### src/rtl/sram_access_ctrl.sv
// sram_access_ctrl: host-to-SRAM initiator. It accepts one request at a time
// and sequences the RAM strobes for it. A write is a single ram_wr cycle. A
// read holds ram_rd for RD_LAT cycles, samples ram_din at the end of the last
// cycle, and returns the word on a one-cycle rsp_valid strobe.
// Optional feature macro: READBACK_VERIFY_EN. When it is defined, every write
// is followed by a read-back of the same address (VERIFY state), and a
// response is sent with rsp_err set if the word read back differs from the
// word written.
module sram_access_ctrl #(
  parameter int DATA_W = 16,
  parameter int ADDR_W = 2,
  parameter int RD_LAT = 1
) (
  input  logic              clk,
  input  logic              rst,
  input  logic              req_valid,
  output logic              req_ready,
  input  logic              req_we,
  input  logic [ADDR_W-1:0] req_addr,
  input  logic [DATA_W-1:0] req_wdata,
  output logic              rsp_valid,
  output logic [DATA_W-1:0] rsp_rdata,
  output logic              rsp_err,
  output logic              busy,
  output logic              ram_wr,
  output logic              ram_rd,
  output logic [ADDR_W-1:0] ram_add,
  output logic [DATA_W-1:0] ram_dout,
  input  logic [DATA_W-1:0] ram_din
);

  localparam int CNT_W = $clog2(RD_LAT + 1);

  typedef enum logic [2:0] {
    IDLE,
    WRITE,
    READ,
    RESP
`ifdef READBACK_VERIFY_EN
    , VERIFY
`endif
  } state_t;

  state_t           state;
  logic [CNT_W-1:0] cnt;

`ifdef READBACK_VERIFY_EN
  logic [DATA_W-1:0] wdata_q;
  logic              rsp_err_q;

  assign rsp_err = rsp_err_q;
`else
  assign rsp_err = 1'b0;
`endif

  // Controller FSM; every output is registered and set on the transition into
  // the state that owns it. ram_add/ram_dout change only at accept.
  always_ff @(posedge clk) begin
    if (rst) begin
      state     <= IDLE;
      cnt       <= '0;
      req_ready <= 1'b0;
      rsp_valid <= 1'b0;
      rsp_rdata <= '0;
      busy      <= 1'b0;
      ram_wr    <= 1'b0;
      ram_rd    <= 1'b0;
      ram_add   <= '0;
      ram_dout  <= '0;
`ifdef READBACK_VERIFY_EN
      wdata_q   <= '0;
      rsp_err_q <= 1'b0;
`endif
    end else begin
      case (state)
        IDLE: begin
          req_ready <= 1'b1;
          if (req_valid && req_ready) begin
            req_ready <= 1'b0;
            busy      <= 1'b1;
            ram_add   <= req_addr;
`ifdef READBACK_VERIFY_EN
            wdata_q   <= req_wdata;
`endif
            if (req_we) begin
              state    <= WRITE;
              ram_wr   <= 1'b1;
              ram_dout <= req_wdata;
            end else begin
              state  <= READ;
              ram_rd <= 1'b1;
              cnt    <= CNT_W'(RD_LAT);
            end
          end
        end

        WRITE: begin
          ram_wr <= 1'b0;
`ifdef READBACK_VERIFY_EN
          // Read back the word just written, using the normal read timing.
          state  <= VERIFY;
          ram_rd <= 1'b1;
          cnt    <= CNT_W'(RD_LAT);
`else
          state     <= IDLE;
          busy      <= 1'b0;
          req_ready <= 1'b1;
`endif
        end

        READ: begin
          if (cnt == CNT_W'(1)) begin
            // This edge ends the last ram_rd cycle, so ram_din is valid now.
            ram_rd    <= 1'b0;
            rsp_rdata <= ram_din;
            rsp_valid <= 1'b1;
`ifdef READBACK_VERIFY_EN
            rsp_err_q <= 1'b0;
`endif
            state     <= RESP;
          end else begin
            cnt <= cnt - CNT_W'(1);
          end
        end

`ifdef READBACK_VERIFY_EN
        VERIFY: begin
          if (cnt == CNT_W'(1)) begin
            ram_rd    <= 1'b0;
            rsp_rdata <= ram_din;
            rsp_err_q <= (ram_din != wdata_q);
            rsp_valid <= 1'b1;
            state     <= RESP;
          end else begin
            cnt <= cnt - CNT_W'(1);
          end
        end
`endif

        RESP: begin
          rsp_valid <= 1'b0;
`ifdef READBACK_VERIFY_EN
          rsp_err_q <= 1'b0;
`endif
          busy      <= 1'b0;
          req_ready <= 1'b1;
          state     <= IDLE;
        end

        default: begin
          state     <= IDLE;
          busy      <= 1'b0;
          ram_wr    <= 1'b0;
          ram_rd    <= 1'b0;
          rsp_valid <= 1'b0;
          req_ready <= 1'b0;
        end
      endcase
    end
  end

endmodule
### config.mk
export PLATFORM = sky130hd
export DESIGN_NAME = sram_access_ctrl
export DESIGN_NICKNAME = d
export VERILOG_FILES = /design/src/rtl/sram_access_ctrl.sv
export SDC_FILE = /design/constraint.sdc
export NUM_CORES = 1
export LEC_CHECK = 0
export ABC_AREA = 1
export CAP_MARGIN = 20
export CORE_MARGIN = 1
export CORE_UTILIZATION = 38
export DETAILED_ROUTE_END_ITERATION = 10
export HOLD_SLACK_MARGIN = 0.02
export MAX_ROUTING_LAYER = met4
export PLACE_DENSITY = 0.78
export SYNTH_ARGS = -nofsm -noshare
export SYNTH_HDL_FRONTEND = slang
export SYNTH_SLANG_ARGS = --single-unit
### constraint.sdc
create_clock -name clk -period 1.05 [get_ports clk]
set_input_delay 0.2625 -clock clk [delete_from_list [all_inputs] [get_ports clk]]
set_output_delay 0.2625 -clock clk [all_outputs]
set_load 0.01 [all_outputs]
==> key figures <==
Global route
  – Global-route wire length before repair: around 7600 µm
  – Vias in the first global route: between 1500 and 2000
  – GR Util All Layers: 19.7%
  – Grt ovf: 0
  – Initial antenna violation count: 0
  – Largest net degree at the start of global routing: 19

Route
  – Avg WL per Cell: 12.0 µm
  – Top Layer Used: met4
  – WL final: roughly 4600 µm
  – Sum of routed wire segments on met1: 1950 µm
  – Via count: between 1500 and 2000
  – Vias/cell: 4.71
  – Remaining DRCs: 12
  – Met2 wire length: between 2000 and 2500 µm
  – Antenna Nets Post-Route: 0
  – Drt first pass iters: 8
  – Wire length on met3: 262 µm
  – Initial DRC count: between 90 and 100

Floorplanning
  – Die area: between 4000 and 5000 µm²
  – Die W: 70.7 µm
  – Initial Util: between 40% and 50%
  – Ports: 78
  – Core box area: 4440 µm²
  – Die height: 70.7 µm
  – Row Count: 24

Synthesis
  – Post-synth top area share: 46.9%
  – Post-synth EDFFs: 0
  – Area contributors post-synth: dfxtp_1 47%, nand2_1 10%, nand3_1 9.5%, nor2_2 7.3%, a21oi_1 4.7%
  – #FFs+latches synth: 42
  – Syn nets: about 270
  – Ys flop type: dfxtp_1
  – Yosys warning total: 0
  – Asr flop ratio synth: 0%
  – Synth cell count leaders: 48 x nand2_1, 42 x dfxtp_1, 34 x nand3_1, 22 x inv_1, 21 x nor2_2
  – Netlist cell types: 24
  – Yosys top cell by area: dfxtp_1
  – Synthesized cell area: ~1800 µm²
  – Count leader, synth: nand2_1
  – Seq/Total Area, Yosys: 46.9%
  – Synthesized area per cell: approximately 7.7 µm²
  – Synth Instances: around 230

Clock tree
  – CTS Buffer Depth: 2
  – Clk pin slew, worst setup/hold paths: about 0.08 ns
  – TritonCTS Buffers: 5
  – Clock sinks: 42
  – Htree depth: 2
  – Later-pin clock latency in the skew report: 0.29 ns
  – CTS root buffer: clkbuf_8
  – Clock tree from TritonCTS: done

Layout
  – Fillers: ~400
  – Cell Count, Final, Fillers Out: around 390
  – Final Net Count: about 370
  – Final non-filler cell area: 2880 µm²
  – Diode count: 0
  – Share of cells above drive strength 1: 46.9%
  – Synth-to-layout area growth: 60.6%

Setup path
  – Reg-to-reg critical path startpoint: state[0]
  – Setup CP Type: reg2reg
  – Worst-case reg-to-reg path depth: 7
  – R2R Setup Slk: -0.04 ns
  – Worst Path Max Fanout: 18
  – Worst Path Arrival: 1.29 ns
  – RR Endpoint: ram_dout[8]
  – Required time of the critical path: 1.24 ns
  – CP Capture Type: flip-flop
  – Worst setup SP type: flip-flop

STA
  – Setup Viol. Count Final: 17
  – Worst Setup Slack, final: -0.0446 ns
  – Max Slew Vio Count: 0
  – Final Critical Period: around 1.1 ns
  – RSZ-0062 raised after global routing: true
  – Clk_skew: 0.00826 ns
  – Max Fclk: ~910 MHz
  – Final hold violation count: 0
  – Final setup TNS: -0.487 ns
  – Final Cycle Share: 104%

Hold path
  – Hold Path End: ram_wr
  – Hold Startpoint: rst
  – Worst hold path depth: 3
  – Hold Path Class: in2reg

Place
  – Post-Place Cells: between 300 and 400
  – Post-detail-place hpwl: ~3200 µm
  – I/O Buffers: 76
  – Worst slack, placed: -0.491 ns
  – Placed instance area: approximately 2800 µm²
  – Routability cong.: 0.923

Power
  – Total power draw: 0.00371 W
  – Static Leak: about 1.4 nW
  – Peak VDD IR: 0.676 mV
  – Pwr Density: 1290 nW/µm²

Run status
  – Failing checks: design-rule violations, negative setup slack
  – Outcome: finished, violations left

Job
  – Max-cap violations: 0
final cells by class:
| cell class | count | area (µm²) | area share [%] |
|---|---|---|---|
| Inverter | 24 | 100 | 3.48 |
| Timing Repair Buffer | 106 | 875 | 30.4 |
| Sequential cell | 42 | 893 | 31.0 |
| Clock inverter | 1 | 30.0 | 1.04 |
| Tap cell | 52 | 65.1 | 2.26 |
| Multi-Input combinational cell | 156 | 833 | 28.9 |
| Clock buffer | 6 | 82.6 | 2.87 |
flip-flops by register name (all words and copies together), names as in the netlist:
signal,cells
ram_dout,16
rsp_rdata,16
ram_add,2
state,2
busy,1
cnt,1
ram_rd,1
ram_wr,1
req_ready,1
rsp_valid,1
how the worst max path moves through the flow:
stage / from / endpoint / slack (ns) / depth (start not counted)
2_1_floorplan: state[1] / ram_dout[10] / -0.0003 / 6
3_3_place_gp: req_we / ram_rd / -0.47 / 7
3_5_place_dp: req_valid / ram_rd / -0.49 / 6
4_1_cts: state[0] / ram_dout[8] / -0.05 / 7
5_1_grt: state[0] / ram_dout[9] / -0.13 / 7
6_report: state[0] / ram_dout[8] / -0.04 / 7
stage by stage:
stage          util, %  hold WS (ns)
2_1_floorplan        -         0.366
3_3_place_gp      63.3         0.435
3_5_place_dp      63.3         0.438
4_1_cts           63.0         0.448
5_1_grt           64.8         0.338
6_report          64.8         0.346
cell usage in the layout, fill, tap and decap left out, types with 5 or more instances in the layout:
cell type	instances
nor2_2	22
nand2_1	46
nand3_1	33
clkbuf_8	6
inv_1	20
buf_12	5
nor2_1	17
clkdlybuf4s50_1	34
a21oi_1	14
buf_2	38
buf_4	22
dfxtp_2	36
worst max-delay path, stage by stage (launching register included):
cell	delay [ns]
dfxtp_4	0.37
inv_4	0.08
nand2_2	0.07
nor2_4	0.13
buf_12	0.15
nand3_1	0.08
nand2_1	0.08
nor2_2	0.04
logic make-up after synthesis:
group	synth area share, %
flops	46.9
simple gates	35.6
compound gates	6.91
buf+inv	10.4
other cells	0.209
per-layer routing:
metal / up-vias / track usage (%)
li1: 931 / -
met4: 0 / 9.33
met3: 9 / 3.99
met1: 823 / 21.9
met5: - / -
met2: 58 / 33.7
repair_timing:
| item | 4_1_cts | 5_1_grt |
|---|---|---|
| cloned | 0 | 1 |
| resized for setup | 198 | 21 |
| buffers inserted | 0 | 1 |
| pin swaps | 0 | 11 |
| endpoints found under the setup margin | 69 | 43 |
| hold buffers | 0 | 0 |
where the power goes:
| part | leakage (nW) | internal [W] | total [W] | switching, W |
|---|---|---|---|---|
| Clock | 0.0573 | 0.000761 | 0.00130 | 0.000537 |
| Combinational | 0.959 | 0.000368 | 0.000697 | 0.000329 |
| Sequential | 0.359 | 0.00167 | 0.00171 | 0.0000491 |
| Total | 1.38 | 0.00279 | 0.00371 | 0.000915 |
Note: power is estimated with default switching activity, not from simulation.
